[config.mk]
export PLATFORM = sky130hd
export DESIGN_NAME = level_sequencer_flat
export DESIGN_NICKNAME = d
export VERILOG_FILES = /design/src/rtl/level_sequencer_if.sv /design/src/rtl/level_sequencer.sv /design/src/flat_wrapper.sv
export SDC_FILE = /design/constraint.sdc
export NUM_CORES = 1
export LEC_CHECK = 0
export CAP_MARGIN = 20
export CORE_MARGIN = 2
export CORE_UTILIZATION = 50
export DETAILED_ROUTE_END_ITERATION = 6
export HOLD_SLACK_MARGIN = 0.05
export PLACE_DENSITY = 0.8
export SLEW_MARGIN = 20
export SYNTH_ARGS = -nofsm -noshare
export SYNTH_HDL_FRONTEND = slang
export SYNTH_SLANG_ARGS = --single-unit
[constraint.sdc]
create_clock -name clk_40 -period 2.8 [get_ports clk_40]
set_input_delay 0.56 -clock clk_40 [delete_from_list [all_inputs] [get_ports clk_40]]
set_output_delay 0.56 -clock clk_40 [all_outputs]
set_load 0.02 [all_outputs]
[src/rtl/level_sequencer_if.sv]
// Game-state type and the mouse/player/status bundle between the game
// logic (master) and the level sequencer (slave).
package level_sequencer_pkg;
  typedef enum logic [2:0] {
    START, PLAY, LEVEL_UP, DEAD, GAME_OVER, FINISH
  } g_state;
endpackage

interface level_sequencer_if
  import level_sequencer_pkg::*;
#(
  parameter int N_LEVELS = 3,
  parameter int LIVES    = 3
) ();
  logic                              m_left;
  logic [11:0]                       xpos_mouse;
  logic [11:0]                       ypos_mouse;
  logic [11:0]                       ypos_player;
  logic                              player_hit;
  g_state                            game_state;
  logic [$clog2(N_LEVELS+1)-1:0]     level;
  logic [$clog2(LIVES+1)-1:0]        lives;
  logic                              level_start;

  modport master (
    output m_left, xpos_mouse, ypos_mouse, ypos_player, player_hit,
    input  game_state, level, lives, level_start
  );

  modport slave (
    input  m_left, xpos_mouse, ypos_mouse, ypos_player, player_hit,
    output game_state, level, lives, level_start
  );
endinterface

[src/rtl/level_sequencer.sv]
// Level/lives sequencer for a click-to-start game: START -> PLAY with timed
// LEVEL_UP and DEAD hold states, ending in GAME_OVER or FINISH.
module level_sequencer
  import level_sequencer_pkg::*;
#(
  parameter int N_LEVELS = 3,
  parameter int LIVES    = 3,
  parameter int HOLD_CYC = 40_000_000,
  parameter int BTN_X0   = 160,
  parameter int BTN_X1   = 650,
  parameter int BTN_Y0   = 250,
  parameter int BTN_Y1   = 320,
  parameter int GOAL_Y   = 500
) (
  input  logic             clk_40,
  input  logic             rst,
  level_sequencer_if.slave bus
);
  localparam int LW  = $clog2(N_LEVELS + 1);
  localparam int LVW = $clog2(LIVES + 1);
  localparam int TW  = $clog2(HOLD_CYC + 1);

  localparam logic [LW-1:0]  LAST_LEVEL = LW'(N_LEVELS - 1);
  localparam logic [LVW-1:0] LIVES_INIT = LVW'(LIVES);
  localparam logic [TW-1:0]  HOLD_LAST  = TW'(HOLD_CYC - 1);
  localparam logic [11:0]    X0 = 12'(BTN_X0);
  localparam logic [11:0]    X1 = 12'(BTN_X1);
  localparam logic [11:0]    Y0 = 12'(BTN_Y0);
  localparam logic [11:0]    Y1 = 12'(BTN_Y1);
  localparam logic [11:0]    GY = 12'(GOAL_Y);

  g_state           state_q;
  logic [LW-1:0]    level_q;
  logic [LVW-1:0]   lives_q;
  logic             level_start_q;
  logic [TW-1:0]    timer_q;
  logic             m_left_q;

  logic in_region;
  logic click;
  logic goal;

  // Only the press edge counts, and only if the pointer is on the button then.
  assign in_region = (bus.xpos_mouse >= X0) && (bus.xpos_mouse <= X1) &&
                     (bus.ypos_mouse >= Y0) && (bus.ypos_mouse <= Y1);
  assign click     = bus.m_left && !m_left_q && in_region;
  assign goal      = (bus.ypos_player >= GY);

  always_ff @(posedge clk_40) begin
    if (rst) begin
      state_q       <= START;
      level_q       <= '0;
      lives_q       <= LIVES_INIT;
      level_start_q <= 1'b0;
      timer_q       <= '0;
      m_left_q      <= 1'b0;
    end else begin
      m_left_q      <= bus.m_left;
      level_start_q <= 1'b0;
      case (state_q)
        START: begin
          if (click) begin
            state_q       <= PLAY;
            level_q       <= '0;
            lives_q       <= LIVES_INIT;
            level_start_q <= 1'b1;
          end
        end
        PLAY: begin
          if (bus.player_hit) begin
            state_q <= DEAD;
            timer_q <= '0;
            if (lives_q != '0) lives_q <= lives_q - LVW'(1);
          end else if (goal) begin
            if (level_q == LAST_LEVEL) begin
              state_q <= FINISH;
            end else begin
              state_q <= LEVEL_UP;
              timer_q <= '0;
            end
          end
        end
        LEVEL_UP: begin
          if (timer_q == HOLD_LAST) begin
            state_q       <= PLAY;
            level_start_q <= 1'b1;
            if (level_q != LAST_LEVEL) level_q <= level_q + LW'(1);
          end else begin
            timer_q <= timer_q + TW'(1);
          end
        end
        DEAD: begin
          if (timer_q == HOLD_LAST) begin
            if (lives_q == '0) begin
              state_q <= GAME_OVER;
            end else begin
              state_q       <= PLAY;
              level_start_q <= 1'b1;
            end
          end else begin
            timer_q <= timer_q + TW'(1);
          end
        end
        GAME_OVER, FINISH: begin
          if (click) state_q <= START;
        end
        default: state_q <= START;
      endcase
    end
  end

  assign bus.game_state  = state_q;
  assign bus.level       = level_q;
  assign bus.lives       = lives_q;
  assign bus.level_start = level_start_q;
endmodule

[src/flat_wrapper.sv]
// flat-port wrapper written by rule: the top's interface ports become plain ports
module level_sequencer_flat import level_sequencer_pkg::*;
#(
  parameter int N_LEVELS = 3,
  parameter int LIVES    = 3,
  parameter int HOLD_CYC = 40_000_000,
  parameter int BTN_X0   = 160,
  parameter int BTN_X1   = 650,
  parameter int BTN_Y0   = 250,
  parameter int BTN_Y1   = 320,
  parameter int GOAL_Y   = 500
)
  (clk_40, rst, bus_m_left, bus_xpos_mouse, bus_ypos_mouse, bus_ypos_player, bus_player_hit, bus_game_state, bus_level, bus_lives, bus_level_start);
  level_sequencer_if #(.N_LEVELS(N_LEVELS), .LIVES(LIVES)) bus_i ();
  input  logic clk_40;
  input  logic rst;
  input wire logic [$bits(bus_i.m_left)-1:0] bus_m_left;
  input wire logic [$bits(bus_i.xpos_mouse)-1:0] bus_xpos_mouse;
  input wire logic [$bits(bus_i.ypos_mouse)-1:0] bus_ypos_mouse;
  input wire logic [$bits(bus_i.ypos_player)-1:0] bus_ypos_player;
  input wire logic [$bits(bus_i.player_hit)-1:0] bus_player_hit;
  output wire logic [$bits(bus_i.game_state)-1:0] bus_game_state;
  output wire logic [$bits(bus_i.level)-1:0] bus_level;
  output wire logic [$bits(bus_i.lives)-1:0] bus_lives;
  output wire logic [$bits(bus_i.level_start)-1:0] bus_level_start;
  assign bus_i.m_left = bus_m_left;
  assign bus_i.xpos_mouse = bus_xpos_mouse;
  assign bus_i.ypos_mouse = bus_ypos_mouse;
  assign bus_i.ypos_player = bus_ypos_player;
  assign bus_i.player_hit = bus_player_hit;
  assign bus_game_state = bus_i.game_state;
  assign bus_level = bus_i.level;
  assign bus_lives = bus_i.lives;
  assign bus_level_start = bus_i.level_start;
  level_sequencer #(.N_LEVELS(N_LEVELS), .LIVES(LIVES), .HOLD_CYC(HOLD_CYC), .BTN_X0(BTN_X0), .BTN_X1(BTN_X1), .BTN_Y0(BTN_Y0), .BTN_Y1(BTN_Y1), .GOAL_Y(GOAL_Y)) u_core (.clk_40(clk_40), .rst(rst), .bus(bus_i));
endmodule
# Yosys cells after proc, flatten, opt, wreduce, memory -nomap -nowiden
# Index checks and enable logic that the tools add are counted.
# word_totals
ff_bits,35
inputBits,40
output_inout_bits,8
word_cells,77
# classes
n_addsub,3
magnitude_cmp,5
eq_ne,18
muxes,27
n_reduce_logical,18
# op_table
cell,count
two-way mux 26 bit,4
one-hot mux 26 bit (2 select lines),1
"adder 26 x 1 -> 26 bit, second input constant",1
"equality test 26 bit, second input constant",1
"greater-or-equal comparator 12 x 8 -> 1 bit, second input constant",2
two-way mux 3 bit,8
one-hot mux 3 bit (5 select lines),1
"greater-or-equal comparator 12 x 9 -> 1 bit, second input constant",1
"<= comparator 12 x 10 -> 1 bit, second input constant",1
"<= comparator 12 x 9 -> 1 bit, second input constant",1
two-way mux 2 bit,6
"!= test 2 x 1 -> 1 bit, second input constant",6
AND reduction 4 bit,3
one-hot mux 2 bit (2 select lines),2
nonzero test 2 bit,4
"equality test 3 x 2 -> 1 bit, second input constant",2
"equality test 3 bit, second input constant",2
"!= test 2 bit, second input constant",3
logical AND 1 bit,5
AND reduction 5 bit,1
two-way mux 1 bit,4
OR reduction 2 bit,2
"equality test 3 x 1 -> 1 bit, second input constant",1
zero test 3 bit,1
8 further kinds,8

# Logic depth before layout (Yosys ltp)
# Gate-level depths: netlist (run 1).
# logic_depth
depth_word,7
ltp_mapped,10
mapped_depth_nobuf,8

# Least setup slack after synthesis (run 1)
# Ideal clock, no wire load.
# synth_path
path_kind,input-to-reg
from,input port bus_ypos_mouse[2]
to,"register u_core.state_q[0], in the netlist u_core.bus.game_state[0]"
setup_ps,78
arrival_time_ps,2085
t_required_ps,2722
path_slack_ps,637
stages,6
path_buffers,0
cell_sequence,or4_1 o311ai_0 o2111a_1 nand2_1 or3b_1 a32oi_1
# synth_between
elab_chain_cells,6
elab_cells_between_ends,8
classes_between,2 x order compare; 2 x eq/ne; 4 x reduce/logical
# synth_rtl
item,line_no,text
start: declaration,flat_wrapper.sv:19,input wire logic [$bits(bus_i.ypos_mouse)-1:0] bus_ypos_mouse;
greater-or-equal comparator 12 x 8 -> 1 bit,level_sequencer.sv:45,(bus.ypos_mouse >= Y0) && (bus.ypos_mouse <= Y1);
logical AND 1 bit,level_sequencer.sv:44,assign in_region = (bus.xpos_mouse >= X0) && (bus.xpos_mouse <= X1) &&
logical AND 1 bit (*),level_sequencer.sv:45,
logical AND 1 bit (*),level_sequencer.sv:46,assign click = bus.m_left && !m_left_q && in_region;
!= test 2 x 1 -> 1 bit (no source line),--,
AND reduction 5 bit (no source line) (*),--,
end signal: assignment,level_sequencer.sv:51,state_q <= START;
end signal: assignment,level_sequencer.sv:63,state_q <= PLAY;
end signal: assignment,level_sequencer.sv:71,state_q <= DEAD;
end: declaration,level_sequencer.sv:32,g_state state_q;
# Every way passes the cells marked *; elsewhere a longest branch is shown, timed or not.
# A chain may end at the register's enable or synchronous reset.

# Final worst setup path (run 1)
# Same ends and word-level chain as after synthesis.

==> reports/metrics.csv, run 1 <==
metric;value;unit
IO Count;48;
sequential element share of the synthesized area;33.82;%
Critical Path Max Stage Delay;0.52;ns
Starting Density;51.80;%
final net count;338;
relative max-transition margin;60.10;%
CP Capture Type;flop;
Die W;68.38;um
final hold violations;0;
root buffer cell;clkbuf_8;
Tcrit/Tclk final;86.72;%
Iteration-0 DRC Markers;109;
Final Skew;0.007967;ns
post-route ant nets;0;
first-pass GRT wire length;7203;um
clk_lat worst skew;0.29;ns
number of flops mapped to enable cells by yosys;0;
WL per Instance;13.32;um
Via Count;1934;
Async SR Flop Fraction;0;%
HPWL Detailed;3474;um
Slew Limit Fails;0;
Synth top area share;33.82;%
number of global-route vias before repair;1686;
synth-to-layout area growth;27.96;%
vias per cell;5.590;
syn_nets;293;
Setup crit start kind;primary input;
synthesis-stage register bit count;35;
CP arrival;2.65;ns
count of final setup violators;0;
Pre-antenna DRT Iters;4;
clock tree buffer depth;2;
TritonCTS clock tree;yes;
status;finished, final reports clean;
RSZ-0062 raised after global routing;false;
PortBufs;45;
Critical-path top delay cell;or4_1;
largest net degree at the start of global routing;18;
syn avg cell area;8.288;um^2
CP max FO;2;
CP cell instances;clkdlybuf4s50_1, or4_1, o311ai_0, o2111a_1, nand2_1, or3b_1, a32oi_1;
Sink Count;35;
Period minus WS final;2.428;ns
Core ar.;0.004000;mm^2
Yosys warnings;0;
most frequent cells after synthesis;dfxtp_1, nor2_1, xor2_1;
cts hold-fix bufs;0;
Power per Cell Area;397.4;mW/mm^2
Synth Flop Type;dfxtp_1;
Yosys top cell by area;dfxtp_1;
Hold/Removal Path Class;flop to flop;
worst slack on hold paths;0.4969;ns
post-CTS setup buffers;0;
GP Congestion;0.8762;
Die Y;68.38;um
Num CTS Buffers;5;
H-tree depth;2;
Max Cap Viol;0;
synthesized area;0.002072;mm^2
fmax;411.8;MHz
TNS Setup;0;ns
clk slew on worst S/H paths;0.07;ns
area of the die;0.004675;mm^2
Unique masters post-synth;55;
Crit Path Class;primary input to flop;
Worst Path Buf+Inv;1;
post_cts resized;0;
synthesized instance count;250;
DRC viols;0;
Worst-Margin Slew;0.5908;ns
area of the multi-input gates;0.001249;mm^2
crit-path leading delay family;simple AND/OR/NAND/NOR gates;
Lkg Pwr;0.9679;nW
layout cells sized above 1;11.82;%
Max rail drop VDD;0.0003442;V
ANT cells;0;
antenna violations before repair;0;
GRT Residual Overflow;0;
Required @ worst endpoint;3.02;ns
row count;23;
FILL cells;351;
DRT Wirelength;4609;um
largest cells by area after synthesis;dfxtp_1, xor2_1, nor2_1;
area taken by flip-flops and latches;700.7;um^2
GRT Resource Usage Total;20.41;%
metrics by stage:
step | instance area [um^2] | std cells | power (mW) | util [%] | setup slack, ns
finish | 2651 | 346 | 1.054 | 66.28 | 0.3717
CTS | 2651 | 346 | 1.060 | 66.28 | 0.3718
detailed placement | 2534 | 338 | 0.5900 | 63.34 | 0.08169
global placement | 2534 | 338 | 0.5887 | 63.34 | 0.1018
global route | 2651 | 346 | 1.086 | 66.28 | 0.2112
floorplan | 2072 | 250 | 0.5301 | - | 0.6367
final timing paths:
kind / startpoint / end / slack, ns / cells after the start
worst max-delay path: bus_ypos_mouse[2] / u_core.bus.game_state[0] / 0.37 / 7
worst min-delay path: u_core.timer_q[1] / u_core.timer_q[1] / 0.50 / 2
worst max register to register: u_core.timer_q[0] / u_core.timer_q[11] / 0.44 / 8
worst min register to register: u_core.timer_q[1] / u_core.timer_q[1] / 0.50 / 2
worst register-to-register path, delay by kind of cell, from the launching register on:
family,cells,cell delay [ns]
and+or+nand+nor,5,1.16
DFF,1,0.39
muxes,1,0.29
adders and majority gates,1,0.24
buffers and inverters,1,0.20
sequential cells by signal, summed over array words and instances, names as in the netlist:
name                    count
u_core.timer_q             26
u_core.m_left_q             1
u_core.bus.lives            2
u_core.bus.level_start      1
u_core.bus.level            2
u_core.bus.game_state       3
kinds of logic after synthesis:
kind of cell / share of synthesized area, %
flip-flops: 33.82
XOR/XNOR: 9.299
multiplexers: 1.691
AND/OR/NAND/NOR: 36.96
buffers and inverters: 5.918
adder cells (fa/ha/maj): 1.812
AO/OA/AOI/OAI: 10.51
cells in the final DEF, fill, tap and decap left out, types with 2 or more instances in the layout:
master            n
dfxtp_1          35
or4_1             5
nand3_1          17
o21ai_0           5
inv_1             5
a21oi_1           7
clkdlybuf4s50_1  45
buf_4             7
nand2b_1          5
a21o_1            2
and3_2            5
nor2_1           35
nand3_2           2
nand4_1          14
nand2_1          18
mux2i_1           2
nor4_1            2
nor3_1           12
or3_1             2
and2b_2           3
xor2_1           22
clkbuf_8          6
ha_1              3
and3_1            5
and2_1            3
layout make-up:
type | instances | area share [%]
Timing Repair Buffer | 52 | 18.97
Sequential cell | 35 | 26.43
Inverter | 5 | 0.7079
Clock buffer | 6 | 3.115
Multi-Input combinational cell | 196 | 47.10
Tap cell | 50 | 2.360
Clock inverter | 2 | 1.321
power breakdown:
group	total [mW]	internal [mW]	switching (mW)
combinational	0.0793	0.0546	0.0247
sequential	0.499	0.498	0.000508
clock	0.475	0.288	0.187
per-layer routing:
layer / up-vias / routed length [um] / global-route usage, %
li1: 978 / - / -
met1: 885 / 2049 / 25.38
met2: 62 / 2148 / 34.83
met3: 9 / 346 / 4.770
met4: 0 / 64 / 6.250
met5: - / 0 / 0
Power figures use the tool's default switching activity.
==> run 2: changes to the inputs <==
SLEW_MARGIN = unset   (was 20)
==> results of run 2 <==
The final DEF is identical to that of run 1; final timing and power are the same.
